--- config.mk ---
export PLATFORM = sky130hd
export DESIGN_NAME = led_adc_scheduler
export DESIGN_NICKNAME = d
export VERILOG_FILES = /design/src/rtl/led_adc_scheduler_pkg.sv /design/src/rtl/led_adc_scheduler_sample_averager.sv /design/src/rtl/led_adc_scheduler.sv
export SDC_FILE = /design/constraint.sdc
export NUM_CORES = 1
export LEC_CHECK = 0
export ABC_AREA = 1
export BUFFER_PORTS_ARGS = -buffer_cell sky130_fd_sc_hd__buf_2
export CORE_MARGIN = 2
export CORE_UTILIZATION = 39
export CTS_BUF_LIST = sky130_fd_sc_hd__clkbuf_4 sky130_fd_sc_hd__clkbuf_8
export DETAILED_ROUTE_END_ITERATION = 8
export HOLD_SLACK_MARGIN = 0.08
export PLACE_DENSITY = 0.64
export SLEW_MARGIN = 20
export SYNTH_ARGS = -nofsm -noshare
export SYNTH_HDL_FRONTEND = slang
export SYNTH_HIERARCHICAL = 1
export SYNTH_SLANG_ARGS = --single-unit
--- constraint.sdc ---
create_clock -name CLK -period 3.6 [get_ports CLK]
set_input_delay 0 -clock CLK [delete_from_list [all_inputs] [get_ports CLK]]
set_output_delay 0 -clock CLK [all_outputs]
set_load 0.02 [all_outputs]
--- src/rtl/led_adc_scheduler_pkg.sv ---
// Shared types and constants for the LED/ADC measurement scheduler.
// Holds the FSM state encoding, front-end field widths and result channel indices.
package led_adc_scheduler_pkg;

    localparam int ADC_W = 8;
    localparam int DC_W  = 7;
    localparam int PGA_W = 4;
    localparam int DRV_W = 4;

    localparam int CH_RED  = 0;
    localparam int CH_IR   = 1;
    localparam int CH_DARK = 2;

    typedef enum logic [2:0] {
        IDLE,
        RED_SETTLE,
        RED_ACQ,
        IR_SETTLE,
        IR_ACQ,
        DARK_SETTLE,
        DARK_ACQ,
        PUBLISH
    } state_t;

    typedef struct packed {
        logic [DC_W-1:0]  red_dc;
        logic [PGA_W-1:0] red_pga;
        logic [DC_W-1:0]  ir_dc;
        logic [PGA_W-1:0] ir_pga;
        logic [DRV_W-1:0] led_drive;
    } cfg_t;

endpackage

--- src/rtl/led_adc_scheduler_sample_averager.sv ---
// Accumulates 2^AVG_LOG2 valid ADC samples for one phase and flags rail hits.
// Shared by all three phases; it is held clear whenever no acquisition is running.
module sample_averager
    import led_adc_scheduler_pkg::*;
#(
    parameter int AVG_LOG2 = 3
) (
    input  logic             clk,
    input  logic             rst,
    input  logic             acq,
    input  logic [ADC_W-1:0] sample,
    input  logic             sample_valid,
    output logic             done,
    output logic [ADC_W-1:0] result,
    output logic             clip
);

    localparam int ACC_W = ADC_W + AVG_LOG2;
    localparam int CNT_W = AVG_LOG2 + 1;
    localparam logic [CNT_W-1:0] LAST_IDX = CNT_W'((1 << AVG_LOG2) - 1);

    logic [ACC_W-1:0] acc;
    logic [ACC_W-1:0] acc_sum;
    logic [CNT_W-1:0] cnt;
    logic             clip_seen;
    logic             take;
    logic             extreme;

    // Result and clip include the sample being taken, so the owner can latch them on done.
    always_comb begin
        take    = acq && sample_valid;
        extreme = (sample == '0) || (sample == '1);
        acc_sum = acc + ACC_W'(sample);
        done    = take && (cnt == LAST_IDX);
        result  = ADC_W'(acc_sum >> AVG_LOG2);
        clip    = clip_seen || (take && extreme);
    end

    always_ff @(posedge clk or posedge rst) begin
        if (rst) begin
            acc       <= '0;
            cnt       <= '0;
            clip_seen <= 1'b0;
        end else if (!acq) begin
            acc       <= '0;
            cnt       <= '0;
            clip_seen <= 1'b0;
        end else if (take) begin
            acc       <= acc_sum;
            cnt       <= cnt + CNT_W'(1);
            clip_seen <= clip_seen || extreme;
        end
    end

endmodule

--- src/rtl/led_adc_scheduler.sv ---
// Sequences red, IR and dark measurement phases of an optical front end and
// publishes the averaged ADC result of each phase once per frame.
module led_adc_scheduler
    import led_adc_scheduler_pkg::*;
#(
    parameter int SETTLE_CYC = 4,
    parameter int AVG_LOG2   = 3
) (
    input  logic             CLK,
    input  logic             RST,
    input  logic             enable,
    input  logic             cfg_load,
    input  logic [DC_W-1:0]  cfg_red_dc,
    input  logic [PGA_W-1:0] cfg_red_pga,
    input  logic [DC_W-1:0]  cfg_ir_dc,
    input  logic [PGA_W-1:0] cfg_ir_pga,
    input  logic [DRV_W-1:0] cfg_led_drive,
    input  logic [ADC_W-1:0] ADC,
    input  logic             adc_valid,
    output logic             LED_RED,
    output logic             LED_IR,
    output logic [DRV_W-1:0] LED_DRIVE,
    output logic [DC_W-1:0]  DC_Comp,
    output logic [PGA_W-1:0] PGA_Gain,
    output logic [ADC_W-1:0] RED_ADC_Value,
    output logic [ADC_W-1:0] IR_ADC_Value,
    output logic [ADC_W-1:0] DARK_ADC_Value,
    output logic             frame_valid,
    output logic [2:0]       clip_flags,
    output logic             busy,
    output logic [7:0]       frame_cnt
);

    localparam logic [7:0] SETTLE_LAST = 8'(SETTLE_CYC - 1);

    state_t           state;
    state_t           state_next;
    cfg_t             cfg_in;
    cfg_t             shadow;
    cfg_t             frame;
    logic [7:0]       settle_cnt;
    logic             in_settle;
    logic             in_acq;
    logic             settle_done;
    logic             frame_start;
    logic             avg_done;
    logic             avg_clip;
    logic [ADC_W-1:0] avg_result;
    logic [ADC_W-1:0] red_res;
    logic [ADC_W-1:0] ir_res;
    logic             clip_red;
    logic             clip_ir;

    assign cfg_in = '{red_dc: cfg_red_dc, red_pga: cfg_red_pga, ir_dc: cfg_ir_dc,
                      ir_pga: cfg_ir_pga, led_drive: cfg_led_drive};

    assign in_settle   = state inside {RED_SETTLE, IR_SETTLE, DARK_SETTLE};
    assign in_acq      = state inside {RED_ACQ, IR_ACQ, DARK_ACQ};
    assign settle_done = in_settle && (settle_cnt == SETTLE_LAST);
    assign frame_start = (state_next == RED_SETTLE) && (state != RED_SETTLE);

    sample_averager #(
        .AVG_LOG2(AVG_LOG2)
    ) u_averager (
        .clk         (CLK),
        .rst         (RST),
        .acq         (in_acq),
        .sample      (ADC),
        .sample_valid(adc_valid),
        .done        (avg_done),
        .result      (avg_result),
        .clip        (avg_clip)
    );

    always_ff @(posedge CLK or posedge RST) begin
        if (RST) begin
            state <= IDLE;
        end else begin
            state <= state_next;
        end
    end

    always_comb begin
        state_next = state;
        case (state)
            IDLE:        if (enable)      state_next = RED_SETTLE;
            RED_SETTLE:  if (settle_done) state_next = RED_ACQ;
            RED_ACQ:     if (avg_done)    state_next = IR_SETTLE;
            IR_SETTLE:   if (settle_done) state_next = IR_ACQ;
            IR_ACQ:      if (avg_done)    state_next = DARK_SETTLE;
            DARK_SETTLE: if (settle_done) state_next = DARK_ACQ;
            DARK_ACQ:    if (avg_done)    state_next = PUBLISH;
            PUBLISH:     state_next = enable ? RED_SETTLE : IDLE;
            default:     state_next = IDLE;
        endcase
    end

    always_comb begin
        LED_RED     = 1'b0;
        LED_IR      = 1'b0;
        DC_Comp     = frame.ir_dc;
        PGA_Gain    = frame.ir_pga;
        busy        = (state != IDLE);
        frame_valid = (state == PUBLISH);
        LED_DRIVE   = busy ? frame.led_drive : '0;
        case (state)
            IDLE: begin
                DC_Comp  = '0;
                PGA_Gain = '0;
            end
            RED_SETTLE, RED_ACQ: begin
                LED_RED  = 1'b1;
                DC_Comp  = frame.red_dc;
                PGA_Gain = frame.red_pga;
            end
            IR_SETTLE, IR_ACQ: LED_IR = 1'b1;
            default: ;
        endcase
    end

    // Settle counter restarts at every phase change so each SETTLE state gets a full window.
    always_ff @(posedge CLK or posedge RST) begin
        if (RST) begin
            settle_cnt <= '0;
        end else if (in_settle && !settle_done) begin
            settle_cnt <= settle_cnt + 8'd1;
        end else begin
            settle_cnt <= '0;
        end
    end

    // A strobe landing on the frame-start edge goes straight into the frame copy.
    always_ff @(posedge CLK or posedge RST) begin
        if (RST) begin
            shadow <= '0;
            frame  <= '0;
        end else begin
            if (cfg_load) begin
                shadow <= cfg_in;
            end
            if (frame_start) begin
                frame <= cfg_load ? cfg_in : shadow;
            end
        end
    end

    // Dark result is taken directly from the averager on the edge that enters PUBLISH.
    always_ff @(posedge CLK or posedge RST) begin
        if (RST) begin
            red_res        <= '0;
            ir_res         <= '0;
            clip_red       <= 1'b0;
            clip_ir        <= 1'b0;
            RED_ADC_Value  <= '0;
            IR_ADC_Value   <= '0;
            DARK_ADC_Value <= '0;
            clip_flags     <= '0;
            frame_cnt      <= '0;
        end else if (avg_done) begin
            case (state)
                RED_ACQ: begin
                    red_res  <= avg_result;
                    clip_red <= avg_clip;
                end
                IR_ACQ: begin
                    ir_res  <= avg_result;
                    clip_ir <= avg_clip;
                end
                DARK_ACQ: begin
                    RED_ADC_Value        <= red_res;
                    IR_ADC_Value         <= ir_res;
                    DARK_ADC_Value       <= avg_result;
                    clip_flags[CH_RED]   <= clip_red;
                    clip_flags[CH_IR]    <= clip_ir;
                    clip_flags[CH_DARK]  <= avg_clip;
                    frame_cnt            <= frame_cnt + 8'd1;
                end
                default: ;
            endcase
        end
    end

endmodule

* Word-level counts from Yosys, hierarchy flattened *
Cells that the tools add are included.

word-level totals
  logic and storage cells = 83
  register bits = 132
  output and inout port bits = 54
  input port bits = 39

operators by class
  multiplexer cells = 22
  add/sub/neg operators = 4
  reduce and logical (&&, ||, !) cells = 20
  eq/ne operators = 13

operators with widths
  operator                                                                number
  26-bit 2-to-1 mux                                                       1
  3-bit case mux with 8 select lines                                      1
  11-bit 2-to-1 mux                                                       2
  3-bit 2-to-1 mux                                                        7
  8-bit by 1-bit adder with 8-bit output (second input constant)          2
  7-bit case mux with 2 select lines                                      1
  3-bit equality test (second input constant)                             4
  4-bit 2-to-1 mux                                                        3
  11-bit by 8-bit adder with 11-bit output                                1
  3-bit nonzero test                                                      3
  8-bit by 2-bit equality test with 1-bit output (second input constant)  1
  8-bit equality test (second input constant)                             1
  8-bit logical NOT                                                       1
  8-bit 2-to-1 mux                                                        1
  4-bit case mux with 2 select lines                                      1
  3-bit by 1-bit equality test with 1-bit output (second input constant)  2
  3-bit by 2-bit equality test with 1-bit output (second input constant)  2
  1-bit logical AND                                                       6
  2-bit AND reduction                                                     3
  1-bit 2-to-1 mux                                                        5
  4-bit by 1-bit adder with 4-bit output (second input constant)          1
  4-bit by 3-bit equality test with 1-bit output (second input constant)  1
  2-bit OR reduction                                                      2
  3-bit logical NOT                                                       1
  other kinds (4)                                                         6

* Logic depth before layout (Yosys ltp) *
Gate-level depths: netlist of the first run.

  depth after elaboration = 8
  mapped depth = 12
  depth with buffers taken out = 12

* By module *
Netlist of the first run, hierarchy kept.

by module, submodules not included
  module             sequential area each (um2)  area each (um2)  instances  cells each
  led_adc_scheduler  2902.8                      5092.4           1          582
  sample_averager    400.4                       1231.2           1          174

* Least setup slack after synthesis of the first run *
Ideal clock, no wire load.

  path kind = reg-to-reg
  start = register state[0]
  end = register DARK_ADC_Value[0]
  data required time = 3.474 ns
  cell stages (with the launch flop) = 12
  path buffers = 1
  arrival time = 1.743 ns
  path slack = 1.731 ns
  clock period less this slack = 1.869 ns
  library setup time = 0.126 ns
  cell sequence = dfrtp_1 > inv_1 > o21ai_0 > inv_1 > nand2_1 > nor3_1 > nand2_1 > inv_2 > nand2_2 > buf_2 > nand2_1 > o21ai_0

between the ends
  cells in the longest elaborated chain, start to end = 5
  elaborated cells between the ends (all ways) = 7
  classes of those cells = eq/ne: 3; reduce/logical: 4

ends and longest elaborated chain
  what                                                                                   RTL line                                 RTL
  start, declared                                                                        led_adc_scheduler.sv:36                  state_t state;
  start signal, assigned                                                                 led_adc_scheduler.sv:79                  state <= state_next;
  3-bit by 2-bit equality test with 1-bit output or 3-bit equality test (tied branches)  led_adc_scheduler.sv:58                  assign in_acq = state inside {RED_ACQ, IR_ACQ, DARK_ACQ};
  3-bit nonzero test (*)                                                                 led_adc_scheduler.sv:58
  net in_acq                                                                             led_adc_scheduler.sv:43                  logic in_acq;
  1-bit logical AND (*)                                                                  led_adc_scheduler_sample_averager.sv:31  take = acq && sample_valid;
  1-bit logical AND (*)                                                                  led_adc_scheduler_sample_averager.sv:34  done = take && (cnt == LAST_IDX);
  net avg_done                                                                           led_adc_scheduler.sv:46                  logic avg_done;
  2-bit AND reduction (no line) (*)                                                      -
  end signal, assigned                                                                   led_adc_scheduler.sv:172                 DARK_ADC_Value <= avg_result;
  end, declared                                                                          led_adc_scheduler.sv:27                  output logic [ADC_W-1:0] DARK_ADC_Value,

The timed path passes the listed nets; every way through them passes the cells marked *.
A chain may end at the register's enable or synchronous reset.

* Worst setup path in the final report of the first run *
  start = register state[0]
  end = register frame_cnt[3]

between the ends
  cells in the longest elaborated chain, start to end = 5
  elaborated cells between the ends (all ways) = 7
  classes of those cells = eq/ne: 3; reduce/logical: 4

ends and longest elaborated chain
  what                                                                                   RTL line                                 RTL
  3-bit by 2-bit equality test with 1-bit output or 3-bit equality test (tied branches)  led_adc_scheduler.sv:58
  3-bit nonzero test (*)                                                                 led_adc_scheduler.sv:58
  net in_acq                                                                             led_adc_scheduler.sv:43
  1-bit logical AND (*)                                                                  led_adc_scheduler_sample_averager.sv:31
  1-bit logical AND (*)                                                                  led_adc_scheduler_sample_averager.sv:34
  net avg_done                                                                           led_adc_scheduler.sv:46
  2-bit AND reduction (no line) (*)                                                      -
  end signal, assigned                                                                   led_adc_scheduler.sv:176                 frame_cnt <= frame_cnt + 8'd1;
  end, declared                                                                          led_adc_scheduler.sv:31                  output logic [7:0] frame_cnt

Marked as above.

==> metrics.md, run 1 <==
| Metric | Value |
|---|---|
| Number of flops mapped to enable cells by yosys | 0 |
| Multi-input logic area | ~2500 µm² |
| Number of port buffers | 92 |
| Final setup violation count | 0 |
| Cell variety after synth | 34 |
| TNS Setup | 0 ps |
| Number of sinks on the clock net | 132 |
| Cell with the most instances after synthesis | nand2_1 |
| Maximum vdd drop | 0.000287 V |
| Routed wire length | 14100 µm |
| Core box area | about 16000 µm² |
| Overall overflow remaining after global route | 0 |
| Final Wtd Congestion | between 0.8 and 0.9 |
| Path type of the worst min-delay path | input pin to flip-flop |
| Cell row count | 46 |
| Synthesized Nets | 807 |
| Syn Inst Count | between 700 and 800 |
| Transition time at the pin with the least slew margin | 821 ps |
| Total power divided by cell area | 610 nW/µm² |
| Share of final-layout standard cells stronger than drive strength 1 | 20.5% |
| Met2 routed wirelength | 6100 µm |
| Layout area overhead | 22.1% |
| Antenna Violating Nets Remaining | 0 |
| Count of H-tree levels built during CTS | 4 |
| Leak pwr | 0.00418 µW |
| Worst EP required | ~3900 ps |
| Tmin final | 2550 ps |
| Crit path capture type | flip-flop |
| Slowest stage delay, CP | 480 ps |
| Max-Slew Margin vs Limit | between 40 and 50% |
| Num CTS Buffers | 17 |
| Sequential fraction of the synthesis area | ~52% |
| Commonest register cell after synthesis | dfrtp_1 |
| Detailed Place HPWL | 9760 µm |
| Starting utilization of the core area | between 30% and 40% |
| Final Power | between 4000 and 5000 µW |
| Min-delay src | ADC[6] |
| Cells along the critical path | inv_1, o21ai_0, inv_1, nand2_1, nor3_1, nand2_1, inv_2, nand2_2, buf_4, clkinv_2, nand2_1, xnor2_1 |
| Maximum number of pins on one net before global-route repair | 103 |
| TritonCTS clock tree | done |
| Capture point of the worst reg-to-reg path | frame_cnt[3]$_DFFE_PP0P_ |
| Via density per instance | approximately 4.6 |
| Portion of the clock cycle consumed by the worst path in the final layout | 70.8% |
| Overall track demand over capacity in global routing | 17.4% |
| CP max stage cell | nor3_1 |
| Post-synth top cells | nand2_1 (299), dfrtp_1 (132), inv_1 (78), nor2_1 (33), and2_1 (32) |
| Status | complete, no violations |
| Final-layout fill cell count | 1556 |
| Post-CTS resize count | 0 |
| Final-report hold violation count | 0 |
| I/O pin count | 93 |
| Top-area cell type share of the netlist area | between 50% and 60% |
| Worst reg-to-reg path cell count | 12 |
| Remaining design rule violation count | 0 |
| DRC marker count from the first detailed-route iteration | between 300 and 400 |
| Antenna cells | 0 |
| Minimum setup slack among reg-to-reg paths | 1050 ps |
| Max FO, Critical Path | 42 |
| Via Count | 5077 |
| DR WL/cell | around 13 µm |
| DR WL met3 | 458 µm |
| Yosys reg bits | 132 |
| Fin. max-slew vios | 0 |
| Synthesized area | roughly 6300 µm² |
| Die extent in y | 131 µm |
| Share of flip-flops with an asynchronous set or reset after synthesis | 100% |
| Clock buffer depth | 2 |
| Clk_lat worst skew | 440 ps |
| Critical path type | flip-flop to flip-flop |
| Unrepaired setup endpoints after global routing | false |
| Sequential Area | 3300 µm² |
| Type of element launching the critical path | flip-flop |
| Yosys top cell by area | dfrtp_1 |
| Die footprint | 17200 µm² |
| Arrival time reported for the critical path endpoint | between 2000 and 3000 ps |
| Largest cells by area after synthesis | dfrtp_1 (52%), nand2_1 (18%), inv_1 (4.6%), o21ai_2 (3.6%), and2_1 (3.2%) |
| Iteration count of the initial detailed-routing pass | 4 |
| Setup skew after layout | roughly 9.6 ps |
| Critical Path Most Common Cell | nand2_1 |
| Wire length of the first global-routing pass | ~24000 µm |
| Metal-1 WL | approximately 7300 µm |
| F_max | approximately 400 MHz |
| Antenna violations before repair | 0 |
| Horizontal die dimension | 131 µm |
| Final net count | 936 |
| Top routing layer used | met4 |
| Clock slew at reported path FFs | 70 ps |
| Hold path cells | 5 |
| End of the worst hold path | u_averager/clip_seen$_DFFE_PP0P_ |
| Max-capacitance violation count | 0 |
| Number of synthesis warnings | 6 |
| Origin of the critical flop-to-flop path | state[0]$_DFF_PP0_ |
| Number of global-route vias before repair | 4880 |
| Average instance area after synthesis | between 8 and 9 µm² |
| Clock root buffer master | clkbuf_8 |
stage by stage:
stage	hold WS [ps]	util [%]	worst slack, ps	instance area (µm²)	instances
after detailed placement	-43.3	43.6	1040	6930	1045
after floorplan	-86.3	-	528	6320	756
after CTS	81.4	48.6	1020	7720	1114
after global routing	153	48.6	768	7720	1114
final	125	48.6	1050	7720	1114
after global placement	-45.0	43.6	1090	6930	1045
sequential cells by signal, indices dropped and copies added (netlist names), 4 cells and up:
signal,flops
settle_cnt,8
red_res,8
DARK_ADC_Value,8
u_averager/acc,11
RED_ADC_Value,8
ir_res,8
shadow,26
u_averager/cnt,4
IR_ADC_Value,8
frame,26
frame_cnt,8
how the worst max path moves through the flow:
stage / slack [ps] / startpoint / end
floorplan: 530 / RST / DARK_ADC_Value[0]$_DFFE_PP0P_
global placement: 1090 / state[0]$_DFF_PP0_ / frame_cnt[3]$_DFFE_PP0P_
detailed placement: 1040 / state[0]$_DFF_PP0_ / frame_cnt[3]$_DFFE_PP0P_
CTS: 1020 / state[0]$_DFF_PP0_ / frame_cnt[3]$_DFFE_PP0P_
global route: 770 / state[0]$_DFF_PP0_ / frame_cnt[2]$_DFFE_PP0P_
finish: 1050 / state[0]$_DFF_PP0_ / frame_cnt[3]$_DFFE_PP0P_
worst max-delay path, delay by kind of cell (launching register included):
kind,cells,cell delay [ps]
compound gates,1,80
xor+xnor,1,140
buf+inv,5,860
flops,1,460
simple gates,5,910
cell usage in the layout, fill, tap and decap left out:
master / n
clkbuf_8: 20
clkbuf_4: 3
nor3_1: 4
nand3_1: 16
o21ai_1: 15
nor2_4: 2
and2_1: 32
nand2_2: 11
nand2_4: 1
fa_1: 1
o21ai_0: 25
nor2_1: 33
inv_1: 77
nor2_2: 5
o21bai_1: 1
nand3_2: 1
xnor2_1: 2
o21ai_2: 26
nand3_4: 1
inv_2: 6
clkinv_4: 1
dlygate4sd3_1: 37
ha_1: 11
buf_4: 2
buf_12: 1
nand2_1: 299
a22o_1: 3
clkinv_2: 5
a21oi_2: 2
a21oi_1: 5
a21boi_0: 1
nand3b_1: 7
clkinvlp_4: 1
dfrtp_1: 132
buf_2: 92
nand4_1: 7
xor2_1: 4
clkinv_1: 2
inv_4: 1
bufinv_16: 3
kinds of logic after synthesis:
kind of cell / Yosys count / synth area share, %
xor gates and xnor gates: 6 / 0.831
and+or+nand+nor: 419 / 28.5
DFF: 132 / 52.2
AOI/OAI and AO/OA: 78 / 8.09
adders and majority gates: 12 / 2.49
buffers and inverters: 109 / 7.82
area by class of cell:
cell class	count	area share [%]
sequential	132	42.8
multi-input combinational	515	32.7
timing repair buffer	132	11.2
inverter	87	4.28
clock buffer	23	3.86
tap	216	3.50
clock inverter	9	1.64
what timing repair did:
action                                 in CTS  in global routing
hold buffers                               37                  0
endpoints found under the hold margin     200                  0
buffers inserted                            0                  0
layer usage:
layer,global-route usage (%),vias to the layer above
met3,4.21,18
met4,6.28,0
met2,24.9,88
met1,25.6,2373
met5,0,-
li1,-,2598
report_power, final:
group          switching (µW)  internal [µW]  total [µW]  leakage (µW)
sequential                181           1750        1930       0.00176
clock                     561            760        1320      0.000220
combinational             945            508        1450       0.00221
total                    1690           3020        4710       0.00418
Note: power is estimated with default switching activity, not from simulation.
==> inputs of run 2 (changes only) <==
- PLACE_DENSITY: 0.64 -> 0.66
- clock period: 3.6 -> 2.3 ns (I/O delays scaled with it)
==> metrics.md, run 2 (synthesis results as in run 1) <==
| Metric | Value |
|---|---|
| Status | complete, no violations |
| Final setup violation count | 0 (unchanged) |
| Fin. max-slew vios | 0 (unchanged) |
| Die footprint | 17200 µm² (unchanged) |
| Final net count | 934 (-0.21%) |
| Crit path capture type | output port |
| Critical Path Most Common Cell | nand2_1 |
| Die extent in y | 131 µm (unchanged) |
| Cells along the critical path | nand2_2, clkinv_1, nor2_2, o21ai_0, inv_1, nand2_1, nand2_1, buf_2 |
| Horizontal die dimension | 131 µm (unchanged) |
| Iteration count of the initial detailed-routing pass | 5 (+1) |
| Clock share of power | 28.2% (about the same) |
| Num CTS Buffers | 17 (unchanged) |
| Type of element launching the critical path | flip-flop |
| Overall overflow remaining after global route | 0 (unchanged) |
| F_max | between 400 and 500 MHz |
| Hold path cells | 5 (unchanged) |
| Total power divided by cell area | 956 nW/µm² (+57%) |
| Transition time at the pin with the least slew margin | 735 ps (-85.8 ps) |
| DR WL/cell | 12.5 µm (-0.63%) |
| Minimum setup slack among reg-to-reg paths | 280 ps (-770 ps) |
| Wire length of the first global-routing pass | 22800 µm (-5.7%) |
| Unrepaired setup endpoints after global routing | false |
| Starting utilization of the core area | 39.8% (unchanged) |
| Number of sinks on the clock net | 132 (unchanged) |
| CP max stage cell | dfrtp_1 |
| Overall track demand over capacity in global routing | 16.5% (-0.94 points) |
| Clk_lat worst skew | 440 ps (about the same) |
| Maximum number of pins on one net before global-route repair | 117 (+14%) |
| Worst reg-to-reg path cell count | 11 (-1) |
| Routed wire length | 14000 µm (-0.81%) |
| Antenna cells | 0 (unchanged) |
| Final Wtd Congestion | 0.852 (-4.8%) |
| Portion of total power attributed to sequential cells | 41.0% (about the same) |
| Setup skew after layout | 6.63 ps (-2.93 ps) |
| TNS Setup | 0 ps (unchanged) |
| Min-delay src | ADC[6] |
| Clock slew at reported path FFs | 70 ps (about the same) |
| Switching share of total power | 36.3% (+0.48 points) |
| Max-capacitance violation count | 0 (unchanged) |
| Final cell utilization of the core | 48.5% (-0.12 points) |
| Via density per instance | 4.55 (-0.23%) |
| Antenna violations before repair | 0 (unchanged) |
| Clock buffer depth | 2 (unchanged) |
| Antenna Violating Nets Remaining | 0 (unchanged) |
| Slowest stage delay, CP | 460 ps (-20 ps) |
| Worst EP required | 2300 ps (-1630 ps) |
| Most common cell after layout, fill and taps aside | nand2_1 |
| TritonCTS clock tree | done |
| DRC marker count from the first detailed-route iteration | 326 (-4.4%) |
| Core box area | 15900 µm² (unchanged) |
| Leak pwr | 0.00417 µW (-0.43%) |
| Leading registers by flop count | frame: 26 flops, shadow: 26 flops, u_averager/acc: 11 flops |
| Count of placed standard cells in the final layout, fillers left out | 1112 (-0.18%) |
| Worst path buffer plus inverter count | 3 (-2) |
| Count of H-tree levels built during CTS | 4 (unchanged) |
| Detailed Place HPWL | 9500 µm (-2.6%) |
| Critical path type | flip-flop to output port |
| Tmin final | between 2000 and 2500 ps |
| Maximum vdd drop | 0.000454 V (+58%) |
| Clock root buffer master | clkbuf_8 |
| Cell row count | 46 (unchanged) |
| Post-CTS Setup Bufs | 0 (unchanged) |
| Final-report hold violation count | 0 (unchanged) |
| Commonest cells after routing, fill and taps aside | nand2_1 (299), dfrtp_1 (132), buf_2 (92) |
| Combinational cell fraction of total power | 30.9% (about the same) |
| Max-Slew Margin vs Limit | 51.0% (+6.1 points) |
| Number of placed cells counting well taps | 1047 (+0.19%) |
| Number of port buffers | 92 (unchanged) |
| Power dissipated by switching net loads | 2670 µW (+58%) |
| I/O pin count | 93 (unchanged) |
| Via Count | 5056 (-0.41%) |
| Number of global-route vias before repair | 4549 (-6.8%) |
| Final-layout fill cell count | 1562 (+0.39%) |
| Int Pwr | 4690 µW (+55%) |
| Share of final-layout standard cells stronger than drive strength 1 | 20.8% (+0.27 points) |
| Remaining design rule violation count | 0 (unchanged) |
| Portion of the clock cycle consumed by the worst path in the final layout | 90.0% |
| Layout area overhead | 21.8% |
| Capture point of the worst reg-to-reg path | frame_cnt[3]$_DFFE_PP0P_ |
| Family with the most delay on the worst path | buffers and inverters |
| Path type of the worst min-delay path | input pin to flip-flop |
| Origin of the critical flop-to-flop path | state[0]$_DFF_PP0_ |
| End of the worst hold path | u_averager/acc[6]$_DFFE_PP0P_ |
| Max FO, Critical Path | 12 (-71%) |
| Arrival time reported for the critical path endpoint | 2070 ps (-810 ps) |
run 2: stage by stage:
| step | setup slack [ps] | instance area [µm²] | hold slack (ps) | power (µW) |
|---|---|---|---|---|
| after floorplan | 431 | 6330 | -86.3 | 4710 |
| after global placement | 356 | 6940 | 150 | 5260 |
| after detailed placement | 300 | 6940 | 166 | 5290 |
| after CTS | 196 | 7700 | 82.8 | 7430 |
| after global routing | 6.81 | 7700 | 135 | 7820 |
| final | 231 | 7700 | 130 | 7360 |
run 2: power by group through the flow:
stage | Combinational [µW] | Clock [µW] | Sequential (µW)
2_1_floorplan | 1730 | 0 | 2980
3_3_place_gp | 2210 | 0 | 3050
3_5_place_dp | 2240 | 0 | 3050
4_1_cts | 2290 | 2120 | 3010
5_1_grt | 2550 | 2200 | 3060
6_report | 2270 | 2070 | 3020
run 2: layout make-up:
| cell class | instances | area [µm²] | share of cell area (%) |
|---|---|---|---|
| flip-flops and latches | 132 | 3300 | 42.9 |
| multi-input cells | 515 | 2530 | 32.8 |
| repair buffers | 130 | 841 | 10.9 |
| inverters | 87 | 332 | 4.31 |
| clock buffers | 20 | 275 | 3.57 |
| well taps | 216 | 270 | 3.51 |
| clock inverters | 12 | 154 | 2.00 |
run 2: what timing repair did:
item | in CTS | in global routing
gates resized for setup | 0 | 0
hold buffers | 33 | 0
endpoints found under the hold margin | 200 | 0
run 2: layer usage:
layer / GRT usage (%) / share of wire, % / vias up / wire, µm
li1: - / - / 2589 / -
met1: 23.5 / 50 / 2367 / 6980
met2: 24.6 / 45 / 87 / 6290
met3: 4.21 / 3.7 / 13 / 520
met4: 5.19 / 1.1 / 0 / 157
met5: 0 / 0 / - / 0
run 2: worst max-delay path by stage:
stage	cells past startpoint	end	start
finish	8	DC_Comp[4]	state[0]$_DFF_PP0_
global route	11	frame_cnt[3]$_DFFE_PP0P_	state[0]$_DFF_PP0_
global placement	11	DARK_ADC_Value[5]$_DFFE_PP0P_	u_averager/acc[0]$_DFFE_PP0P_
CTS	8	DC_Comp[4]	state[0]$_DFF_PP0_
detailed placement	11	frame_cnt[3]$_DFFE_PP0P_	state[0]$_DFF_PP0_
floorplan	11	DARK_ADC_Value[0]$_DFFE_PP0P_	state[0]$_DFF_PP0_
run 2: worst min-delay path: stages:
cell,delay (ps)
buf_2,120
ha_1,220
nand2_1,80
nand3_1,70
nand2_1,50
==> inputs of run 3 (changes only) <==
- PLACE_DENSITY: 0.66 -> 0.64
- clock period: 2.3 -> 2.5 ns (I/O delays scaled with it)
==> metrics.md, run 3 (synthesis results as in run 1) <==
| Metric | Value |
|---|---|
| Layer with the highest usage after global routing | met2 |
| Horizontal die dimension | 131 µm (unchanged) |
| Number of sinks on the clock net | 132 (unchanged) |
| Fraction of met2 tracks used by global routing | 25.7% (+1.1 points) |
| Detailed Place HPWL | 9740 µm (+2.5%) |
| Via Count | 5023 (-0.65%) |
| Die footprint | 17200 µm² (unchanged) |
| Clock root buffer master | clkbuf_8 |
| Antenna violations before repair | 0 (unchanged) |
| DRC marker count from the first detailed-route iteration | 258 (-21%) |
| Path type of the worst min-delay path | input pin to flip-flop |
| Max-capacitance violation count | 0 (unchanged) |
| Commonest cells after routing, fill and taps aside | nand2_1 (299), dfrtp_1 (132), buf_2 (92) |
| Worst reg-to-reg path cell count | 11 (unchanged) |
| I/O pin count | 93 (unchanged) |
| Status | complete, no violations |
| Clock slew at reported path FFs | 70 ps (about the same) |
| Met3 demand-to-capacity share in global routing | 4.51% (+0.31 points) |
| Pre-CTS setup slack | 469 ps (+168 ps) |
| Final setup margin | 484 ps (+254 ps) |
| Crit path capture type | flip-flop |
| Iteration count of the initial detailed-routing pass | 6 (+1) |
| Core box area | 15900 µm² (unchanged) |
| Die extent in y | 131 µm (unchanged) |
| Count of H-tree levels built during CTS | 4 (unchanged) |
| Setup skew after layout | 8.99 ps (+2.36 ps) |
| Final Wtd Congestion | 0.842 (-1.2%) |
| Clock buffer depth | 2 (unchanged) |
| Final-layout fill cell count | 1604 (+2.7%) |
| Critical path type | flip-flop to flip-flop |
| F_max | 496 MHz |
| Final-report hold violation count | 0 (unchanged) |
| Antenna Violating Nets Remaining | 0 (unchanged) |
| Post-route cell area | 7680 µm² (-0.26%) |
| Routed wire length | 13900 µm (about the same) |
| Tmin final | 2020 ps |
| Num CTS Buffers | 17 (unchanged) |
| Unrepaired setup endpoints after global routing | false |
| Max-Slew Margin vs Limit | 42.6% (-8.4 points) |
| Most common cell after layout, fill and taps aside | nand2_1 |
| Overall overflow remaining after global route | 0 (unchanged) |
| Number of global-route vias before repair | 4912 (+8.0%) |
| DR WL/cell | 12.5 µm (-0.27%) |
| Hold path cells | 5 (unchanged) |
| Overall track demand over capacity in global routing | 17.4% (+0.92 points) |
| TritonCTS clock tree | done |
| Worst hold slack across all endpoints | 200 ps (+69.8 ps) |
| Max FO, Critical Path | 26 (+14) |
| Share of final-layout standard cells stronger than drive strength 1 | 20.6% (-0.16 points) |
| Type of element launching the critical path | flip-flop |
| Multi-input logic area | 2530 µm² (unchanged) |
| Clk_lat worst skew | 450 ps (about the same) |
| Number of port buffers | 92 (unchanged) |
| Total power divided by cell area | 846 nW/µm² (-11%) |
| Wire length of the first global-routing pass | 24100 µm (+6.0%) |
| Final setup violation count | 0 (unchanged) |
| Fin. max-slew vios | 0 (unchanged) |
| Final net count | 938 (+0.43%) |
| Post-CTS Setup Bufs | 0 (unchanged) |
| Worst EP required | 2830 ps (+530 ps) |
| Leading registers by flop count | frame: 26 flops, shadow: 26 flops, u_averager/acc: 11 flops |
| Maximum number of pins on one net before global-route repair | 54 (-54%) |
| Number of placed cells counting well taps | 1048 (+0.096%) |
| Leak pwr | 0.00417 µW (about the same) |
| Sequential Area | 3300 µm² (unchanged) |
| Cell row count | 46 (unchanged) |
| GR Util met1 | 24.6% (+1.1 points) |
| Via density per instance | 4.51 (-0.83%) |
| Antenna cells | 0 (unchanged) |
| TNS Setup | 0 ps (unchanged) |
| Maximum vdd drop | 0.000473 V (+4.2%) |
| Remaining design rule violation count | 0 (unchanged) |
| Transition time at the pin with the least slew margin | 860 ps (+125 ps) |
| Count of placed standard cells in the final layout, fillers left out | 1114 (+0.18%) |
| Portion of the clock cycle consumed by the worst path in the final layout | 80.6% |
| Post-place instance area | 6960 µm² (+0.29%) |
| Starting utilization of the core area | 39.8% (unchanged) |
| Arrival time reported for the critical path endpoint | 2340 ps (+270 ps) |
| Layout area overhead | 21.5% |
run 3: path summary, 6_finish.rpt:
| kind | from | slack, ps | to |
|---|---|---|---|
| setup reg to reg | state[0]$_DFF_PP0_ | 480 | frame_cnt[2]$_DFFE_PP0P_ |
| setup / recovery | state[0]$_DFF_PP0_ | 480 | frame_cnt[2]$_DFFE_PP0P_ |
| min in group asynchronous | RST | 220 | u_averager/acc[6]$_DFFE_PP0P_ |
| max in group asynchronous | RST | 1530 | DARK_ADC_Value[0]$_DFFE_PP0P_ |
| hold / removal | cfg_load | 200 | shadow[2]$_DFF_PP0_ |
| hold reg to reg | settle_cnt[0]$_DFF_PP0_ | 450 | settle_cnt[0]$_DFF_PP0_ |
run 3: critical path, stage by stage (launching register included):
cell	delay, ps
dfrtp_1	450
inv_1	100
o21ai_0	80
inv_1	110
nand2_1	130
nor3_1	270
nand2_1	100
inv_2	80
nand2_2	60
clkinv_2	260
nand2_1	110
xnor2_1	140
run 3: metal layers:
| metal | part of all wire (%) | up-vias |
|---|---|---|
| li1 | - | 2590 |
| met1 | 51 | 2318 |
| met2 | 44 | 96 |
| met3 | 3.5 | 19 |
| met4 | 1.5 | 0 |
| met5 | 0 | - |
run 3: final cells by class:
class / instances / area share, %
sequential: 132 / 43.0
inverter: 87 / 4.32
clock inverter: 5 / 0.684
timing repair buffer: 134 / 11.6
multi-input combinational: 515 / 32.9
tap: 216 / 3.52
clock buffer: 25 / 3.99
run 3: stage by stage:
step / total power, µW / util [%]
5_1_grt: 6990 / 48.4
2_1_floorplan: 4330 / -
6_report: 6500 / 48.4
3_3_place_gp: 4820 / 43.8
3_5_place_dp: 4850 / 43.8
4_1_cts: 6580 / 48.4
run 3: what timing repair did:
item                       CTS  global route
hold buffers                36             0
resized for setup            0             0
setup endpoints to repair    0             0
hold endpoints to repair   120             0
run 3: report_power, final:
part	leakage [µW]	switching [µW]	internal [µW]
Sequential	0.00176	263	2520
Combinational	0.00222	1320	734
Clock	0.000190	768	888
Total	0.00417	2350	4140
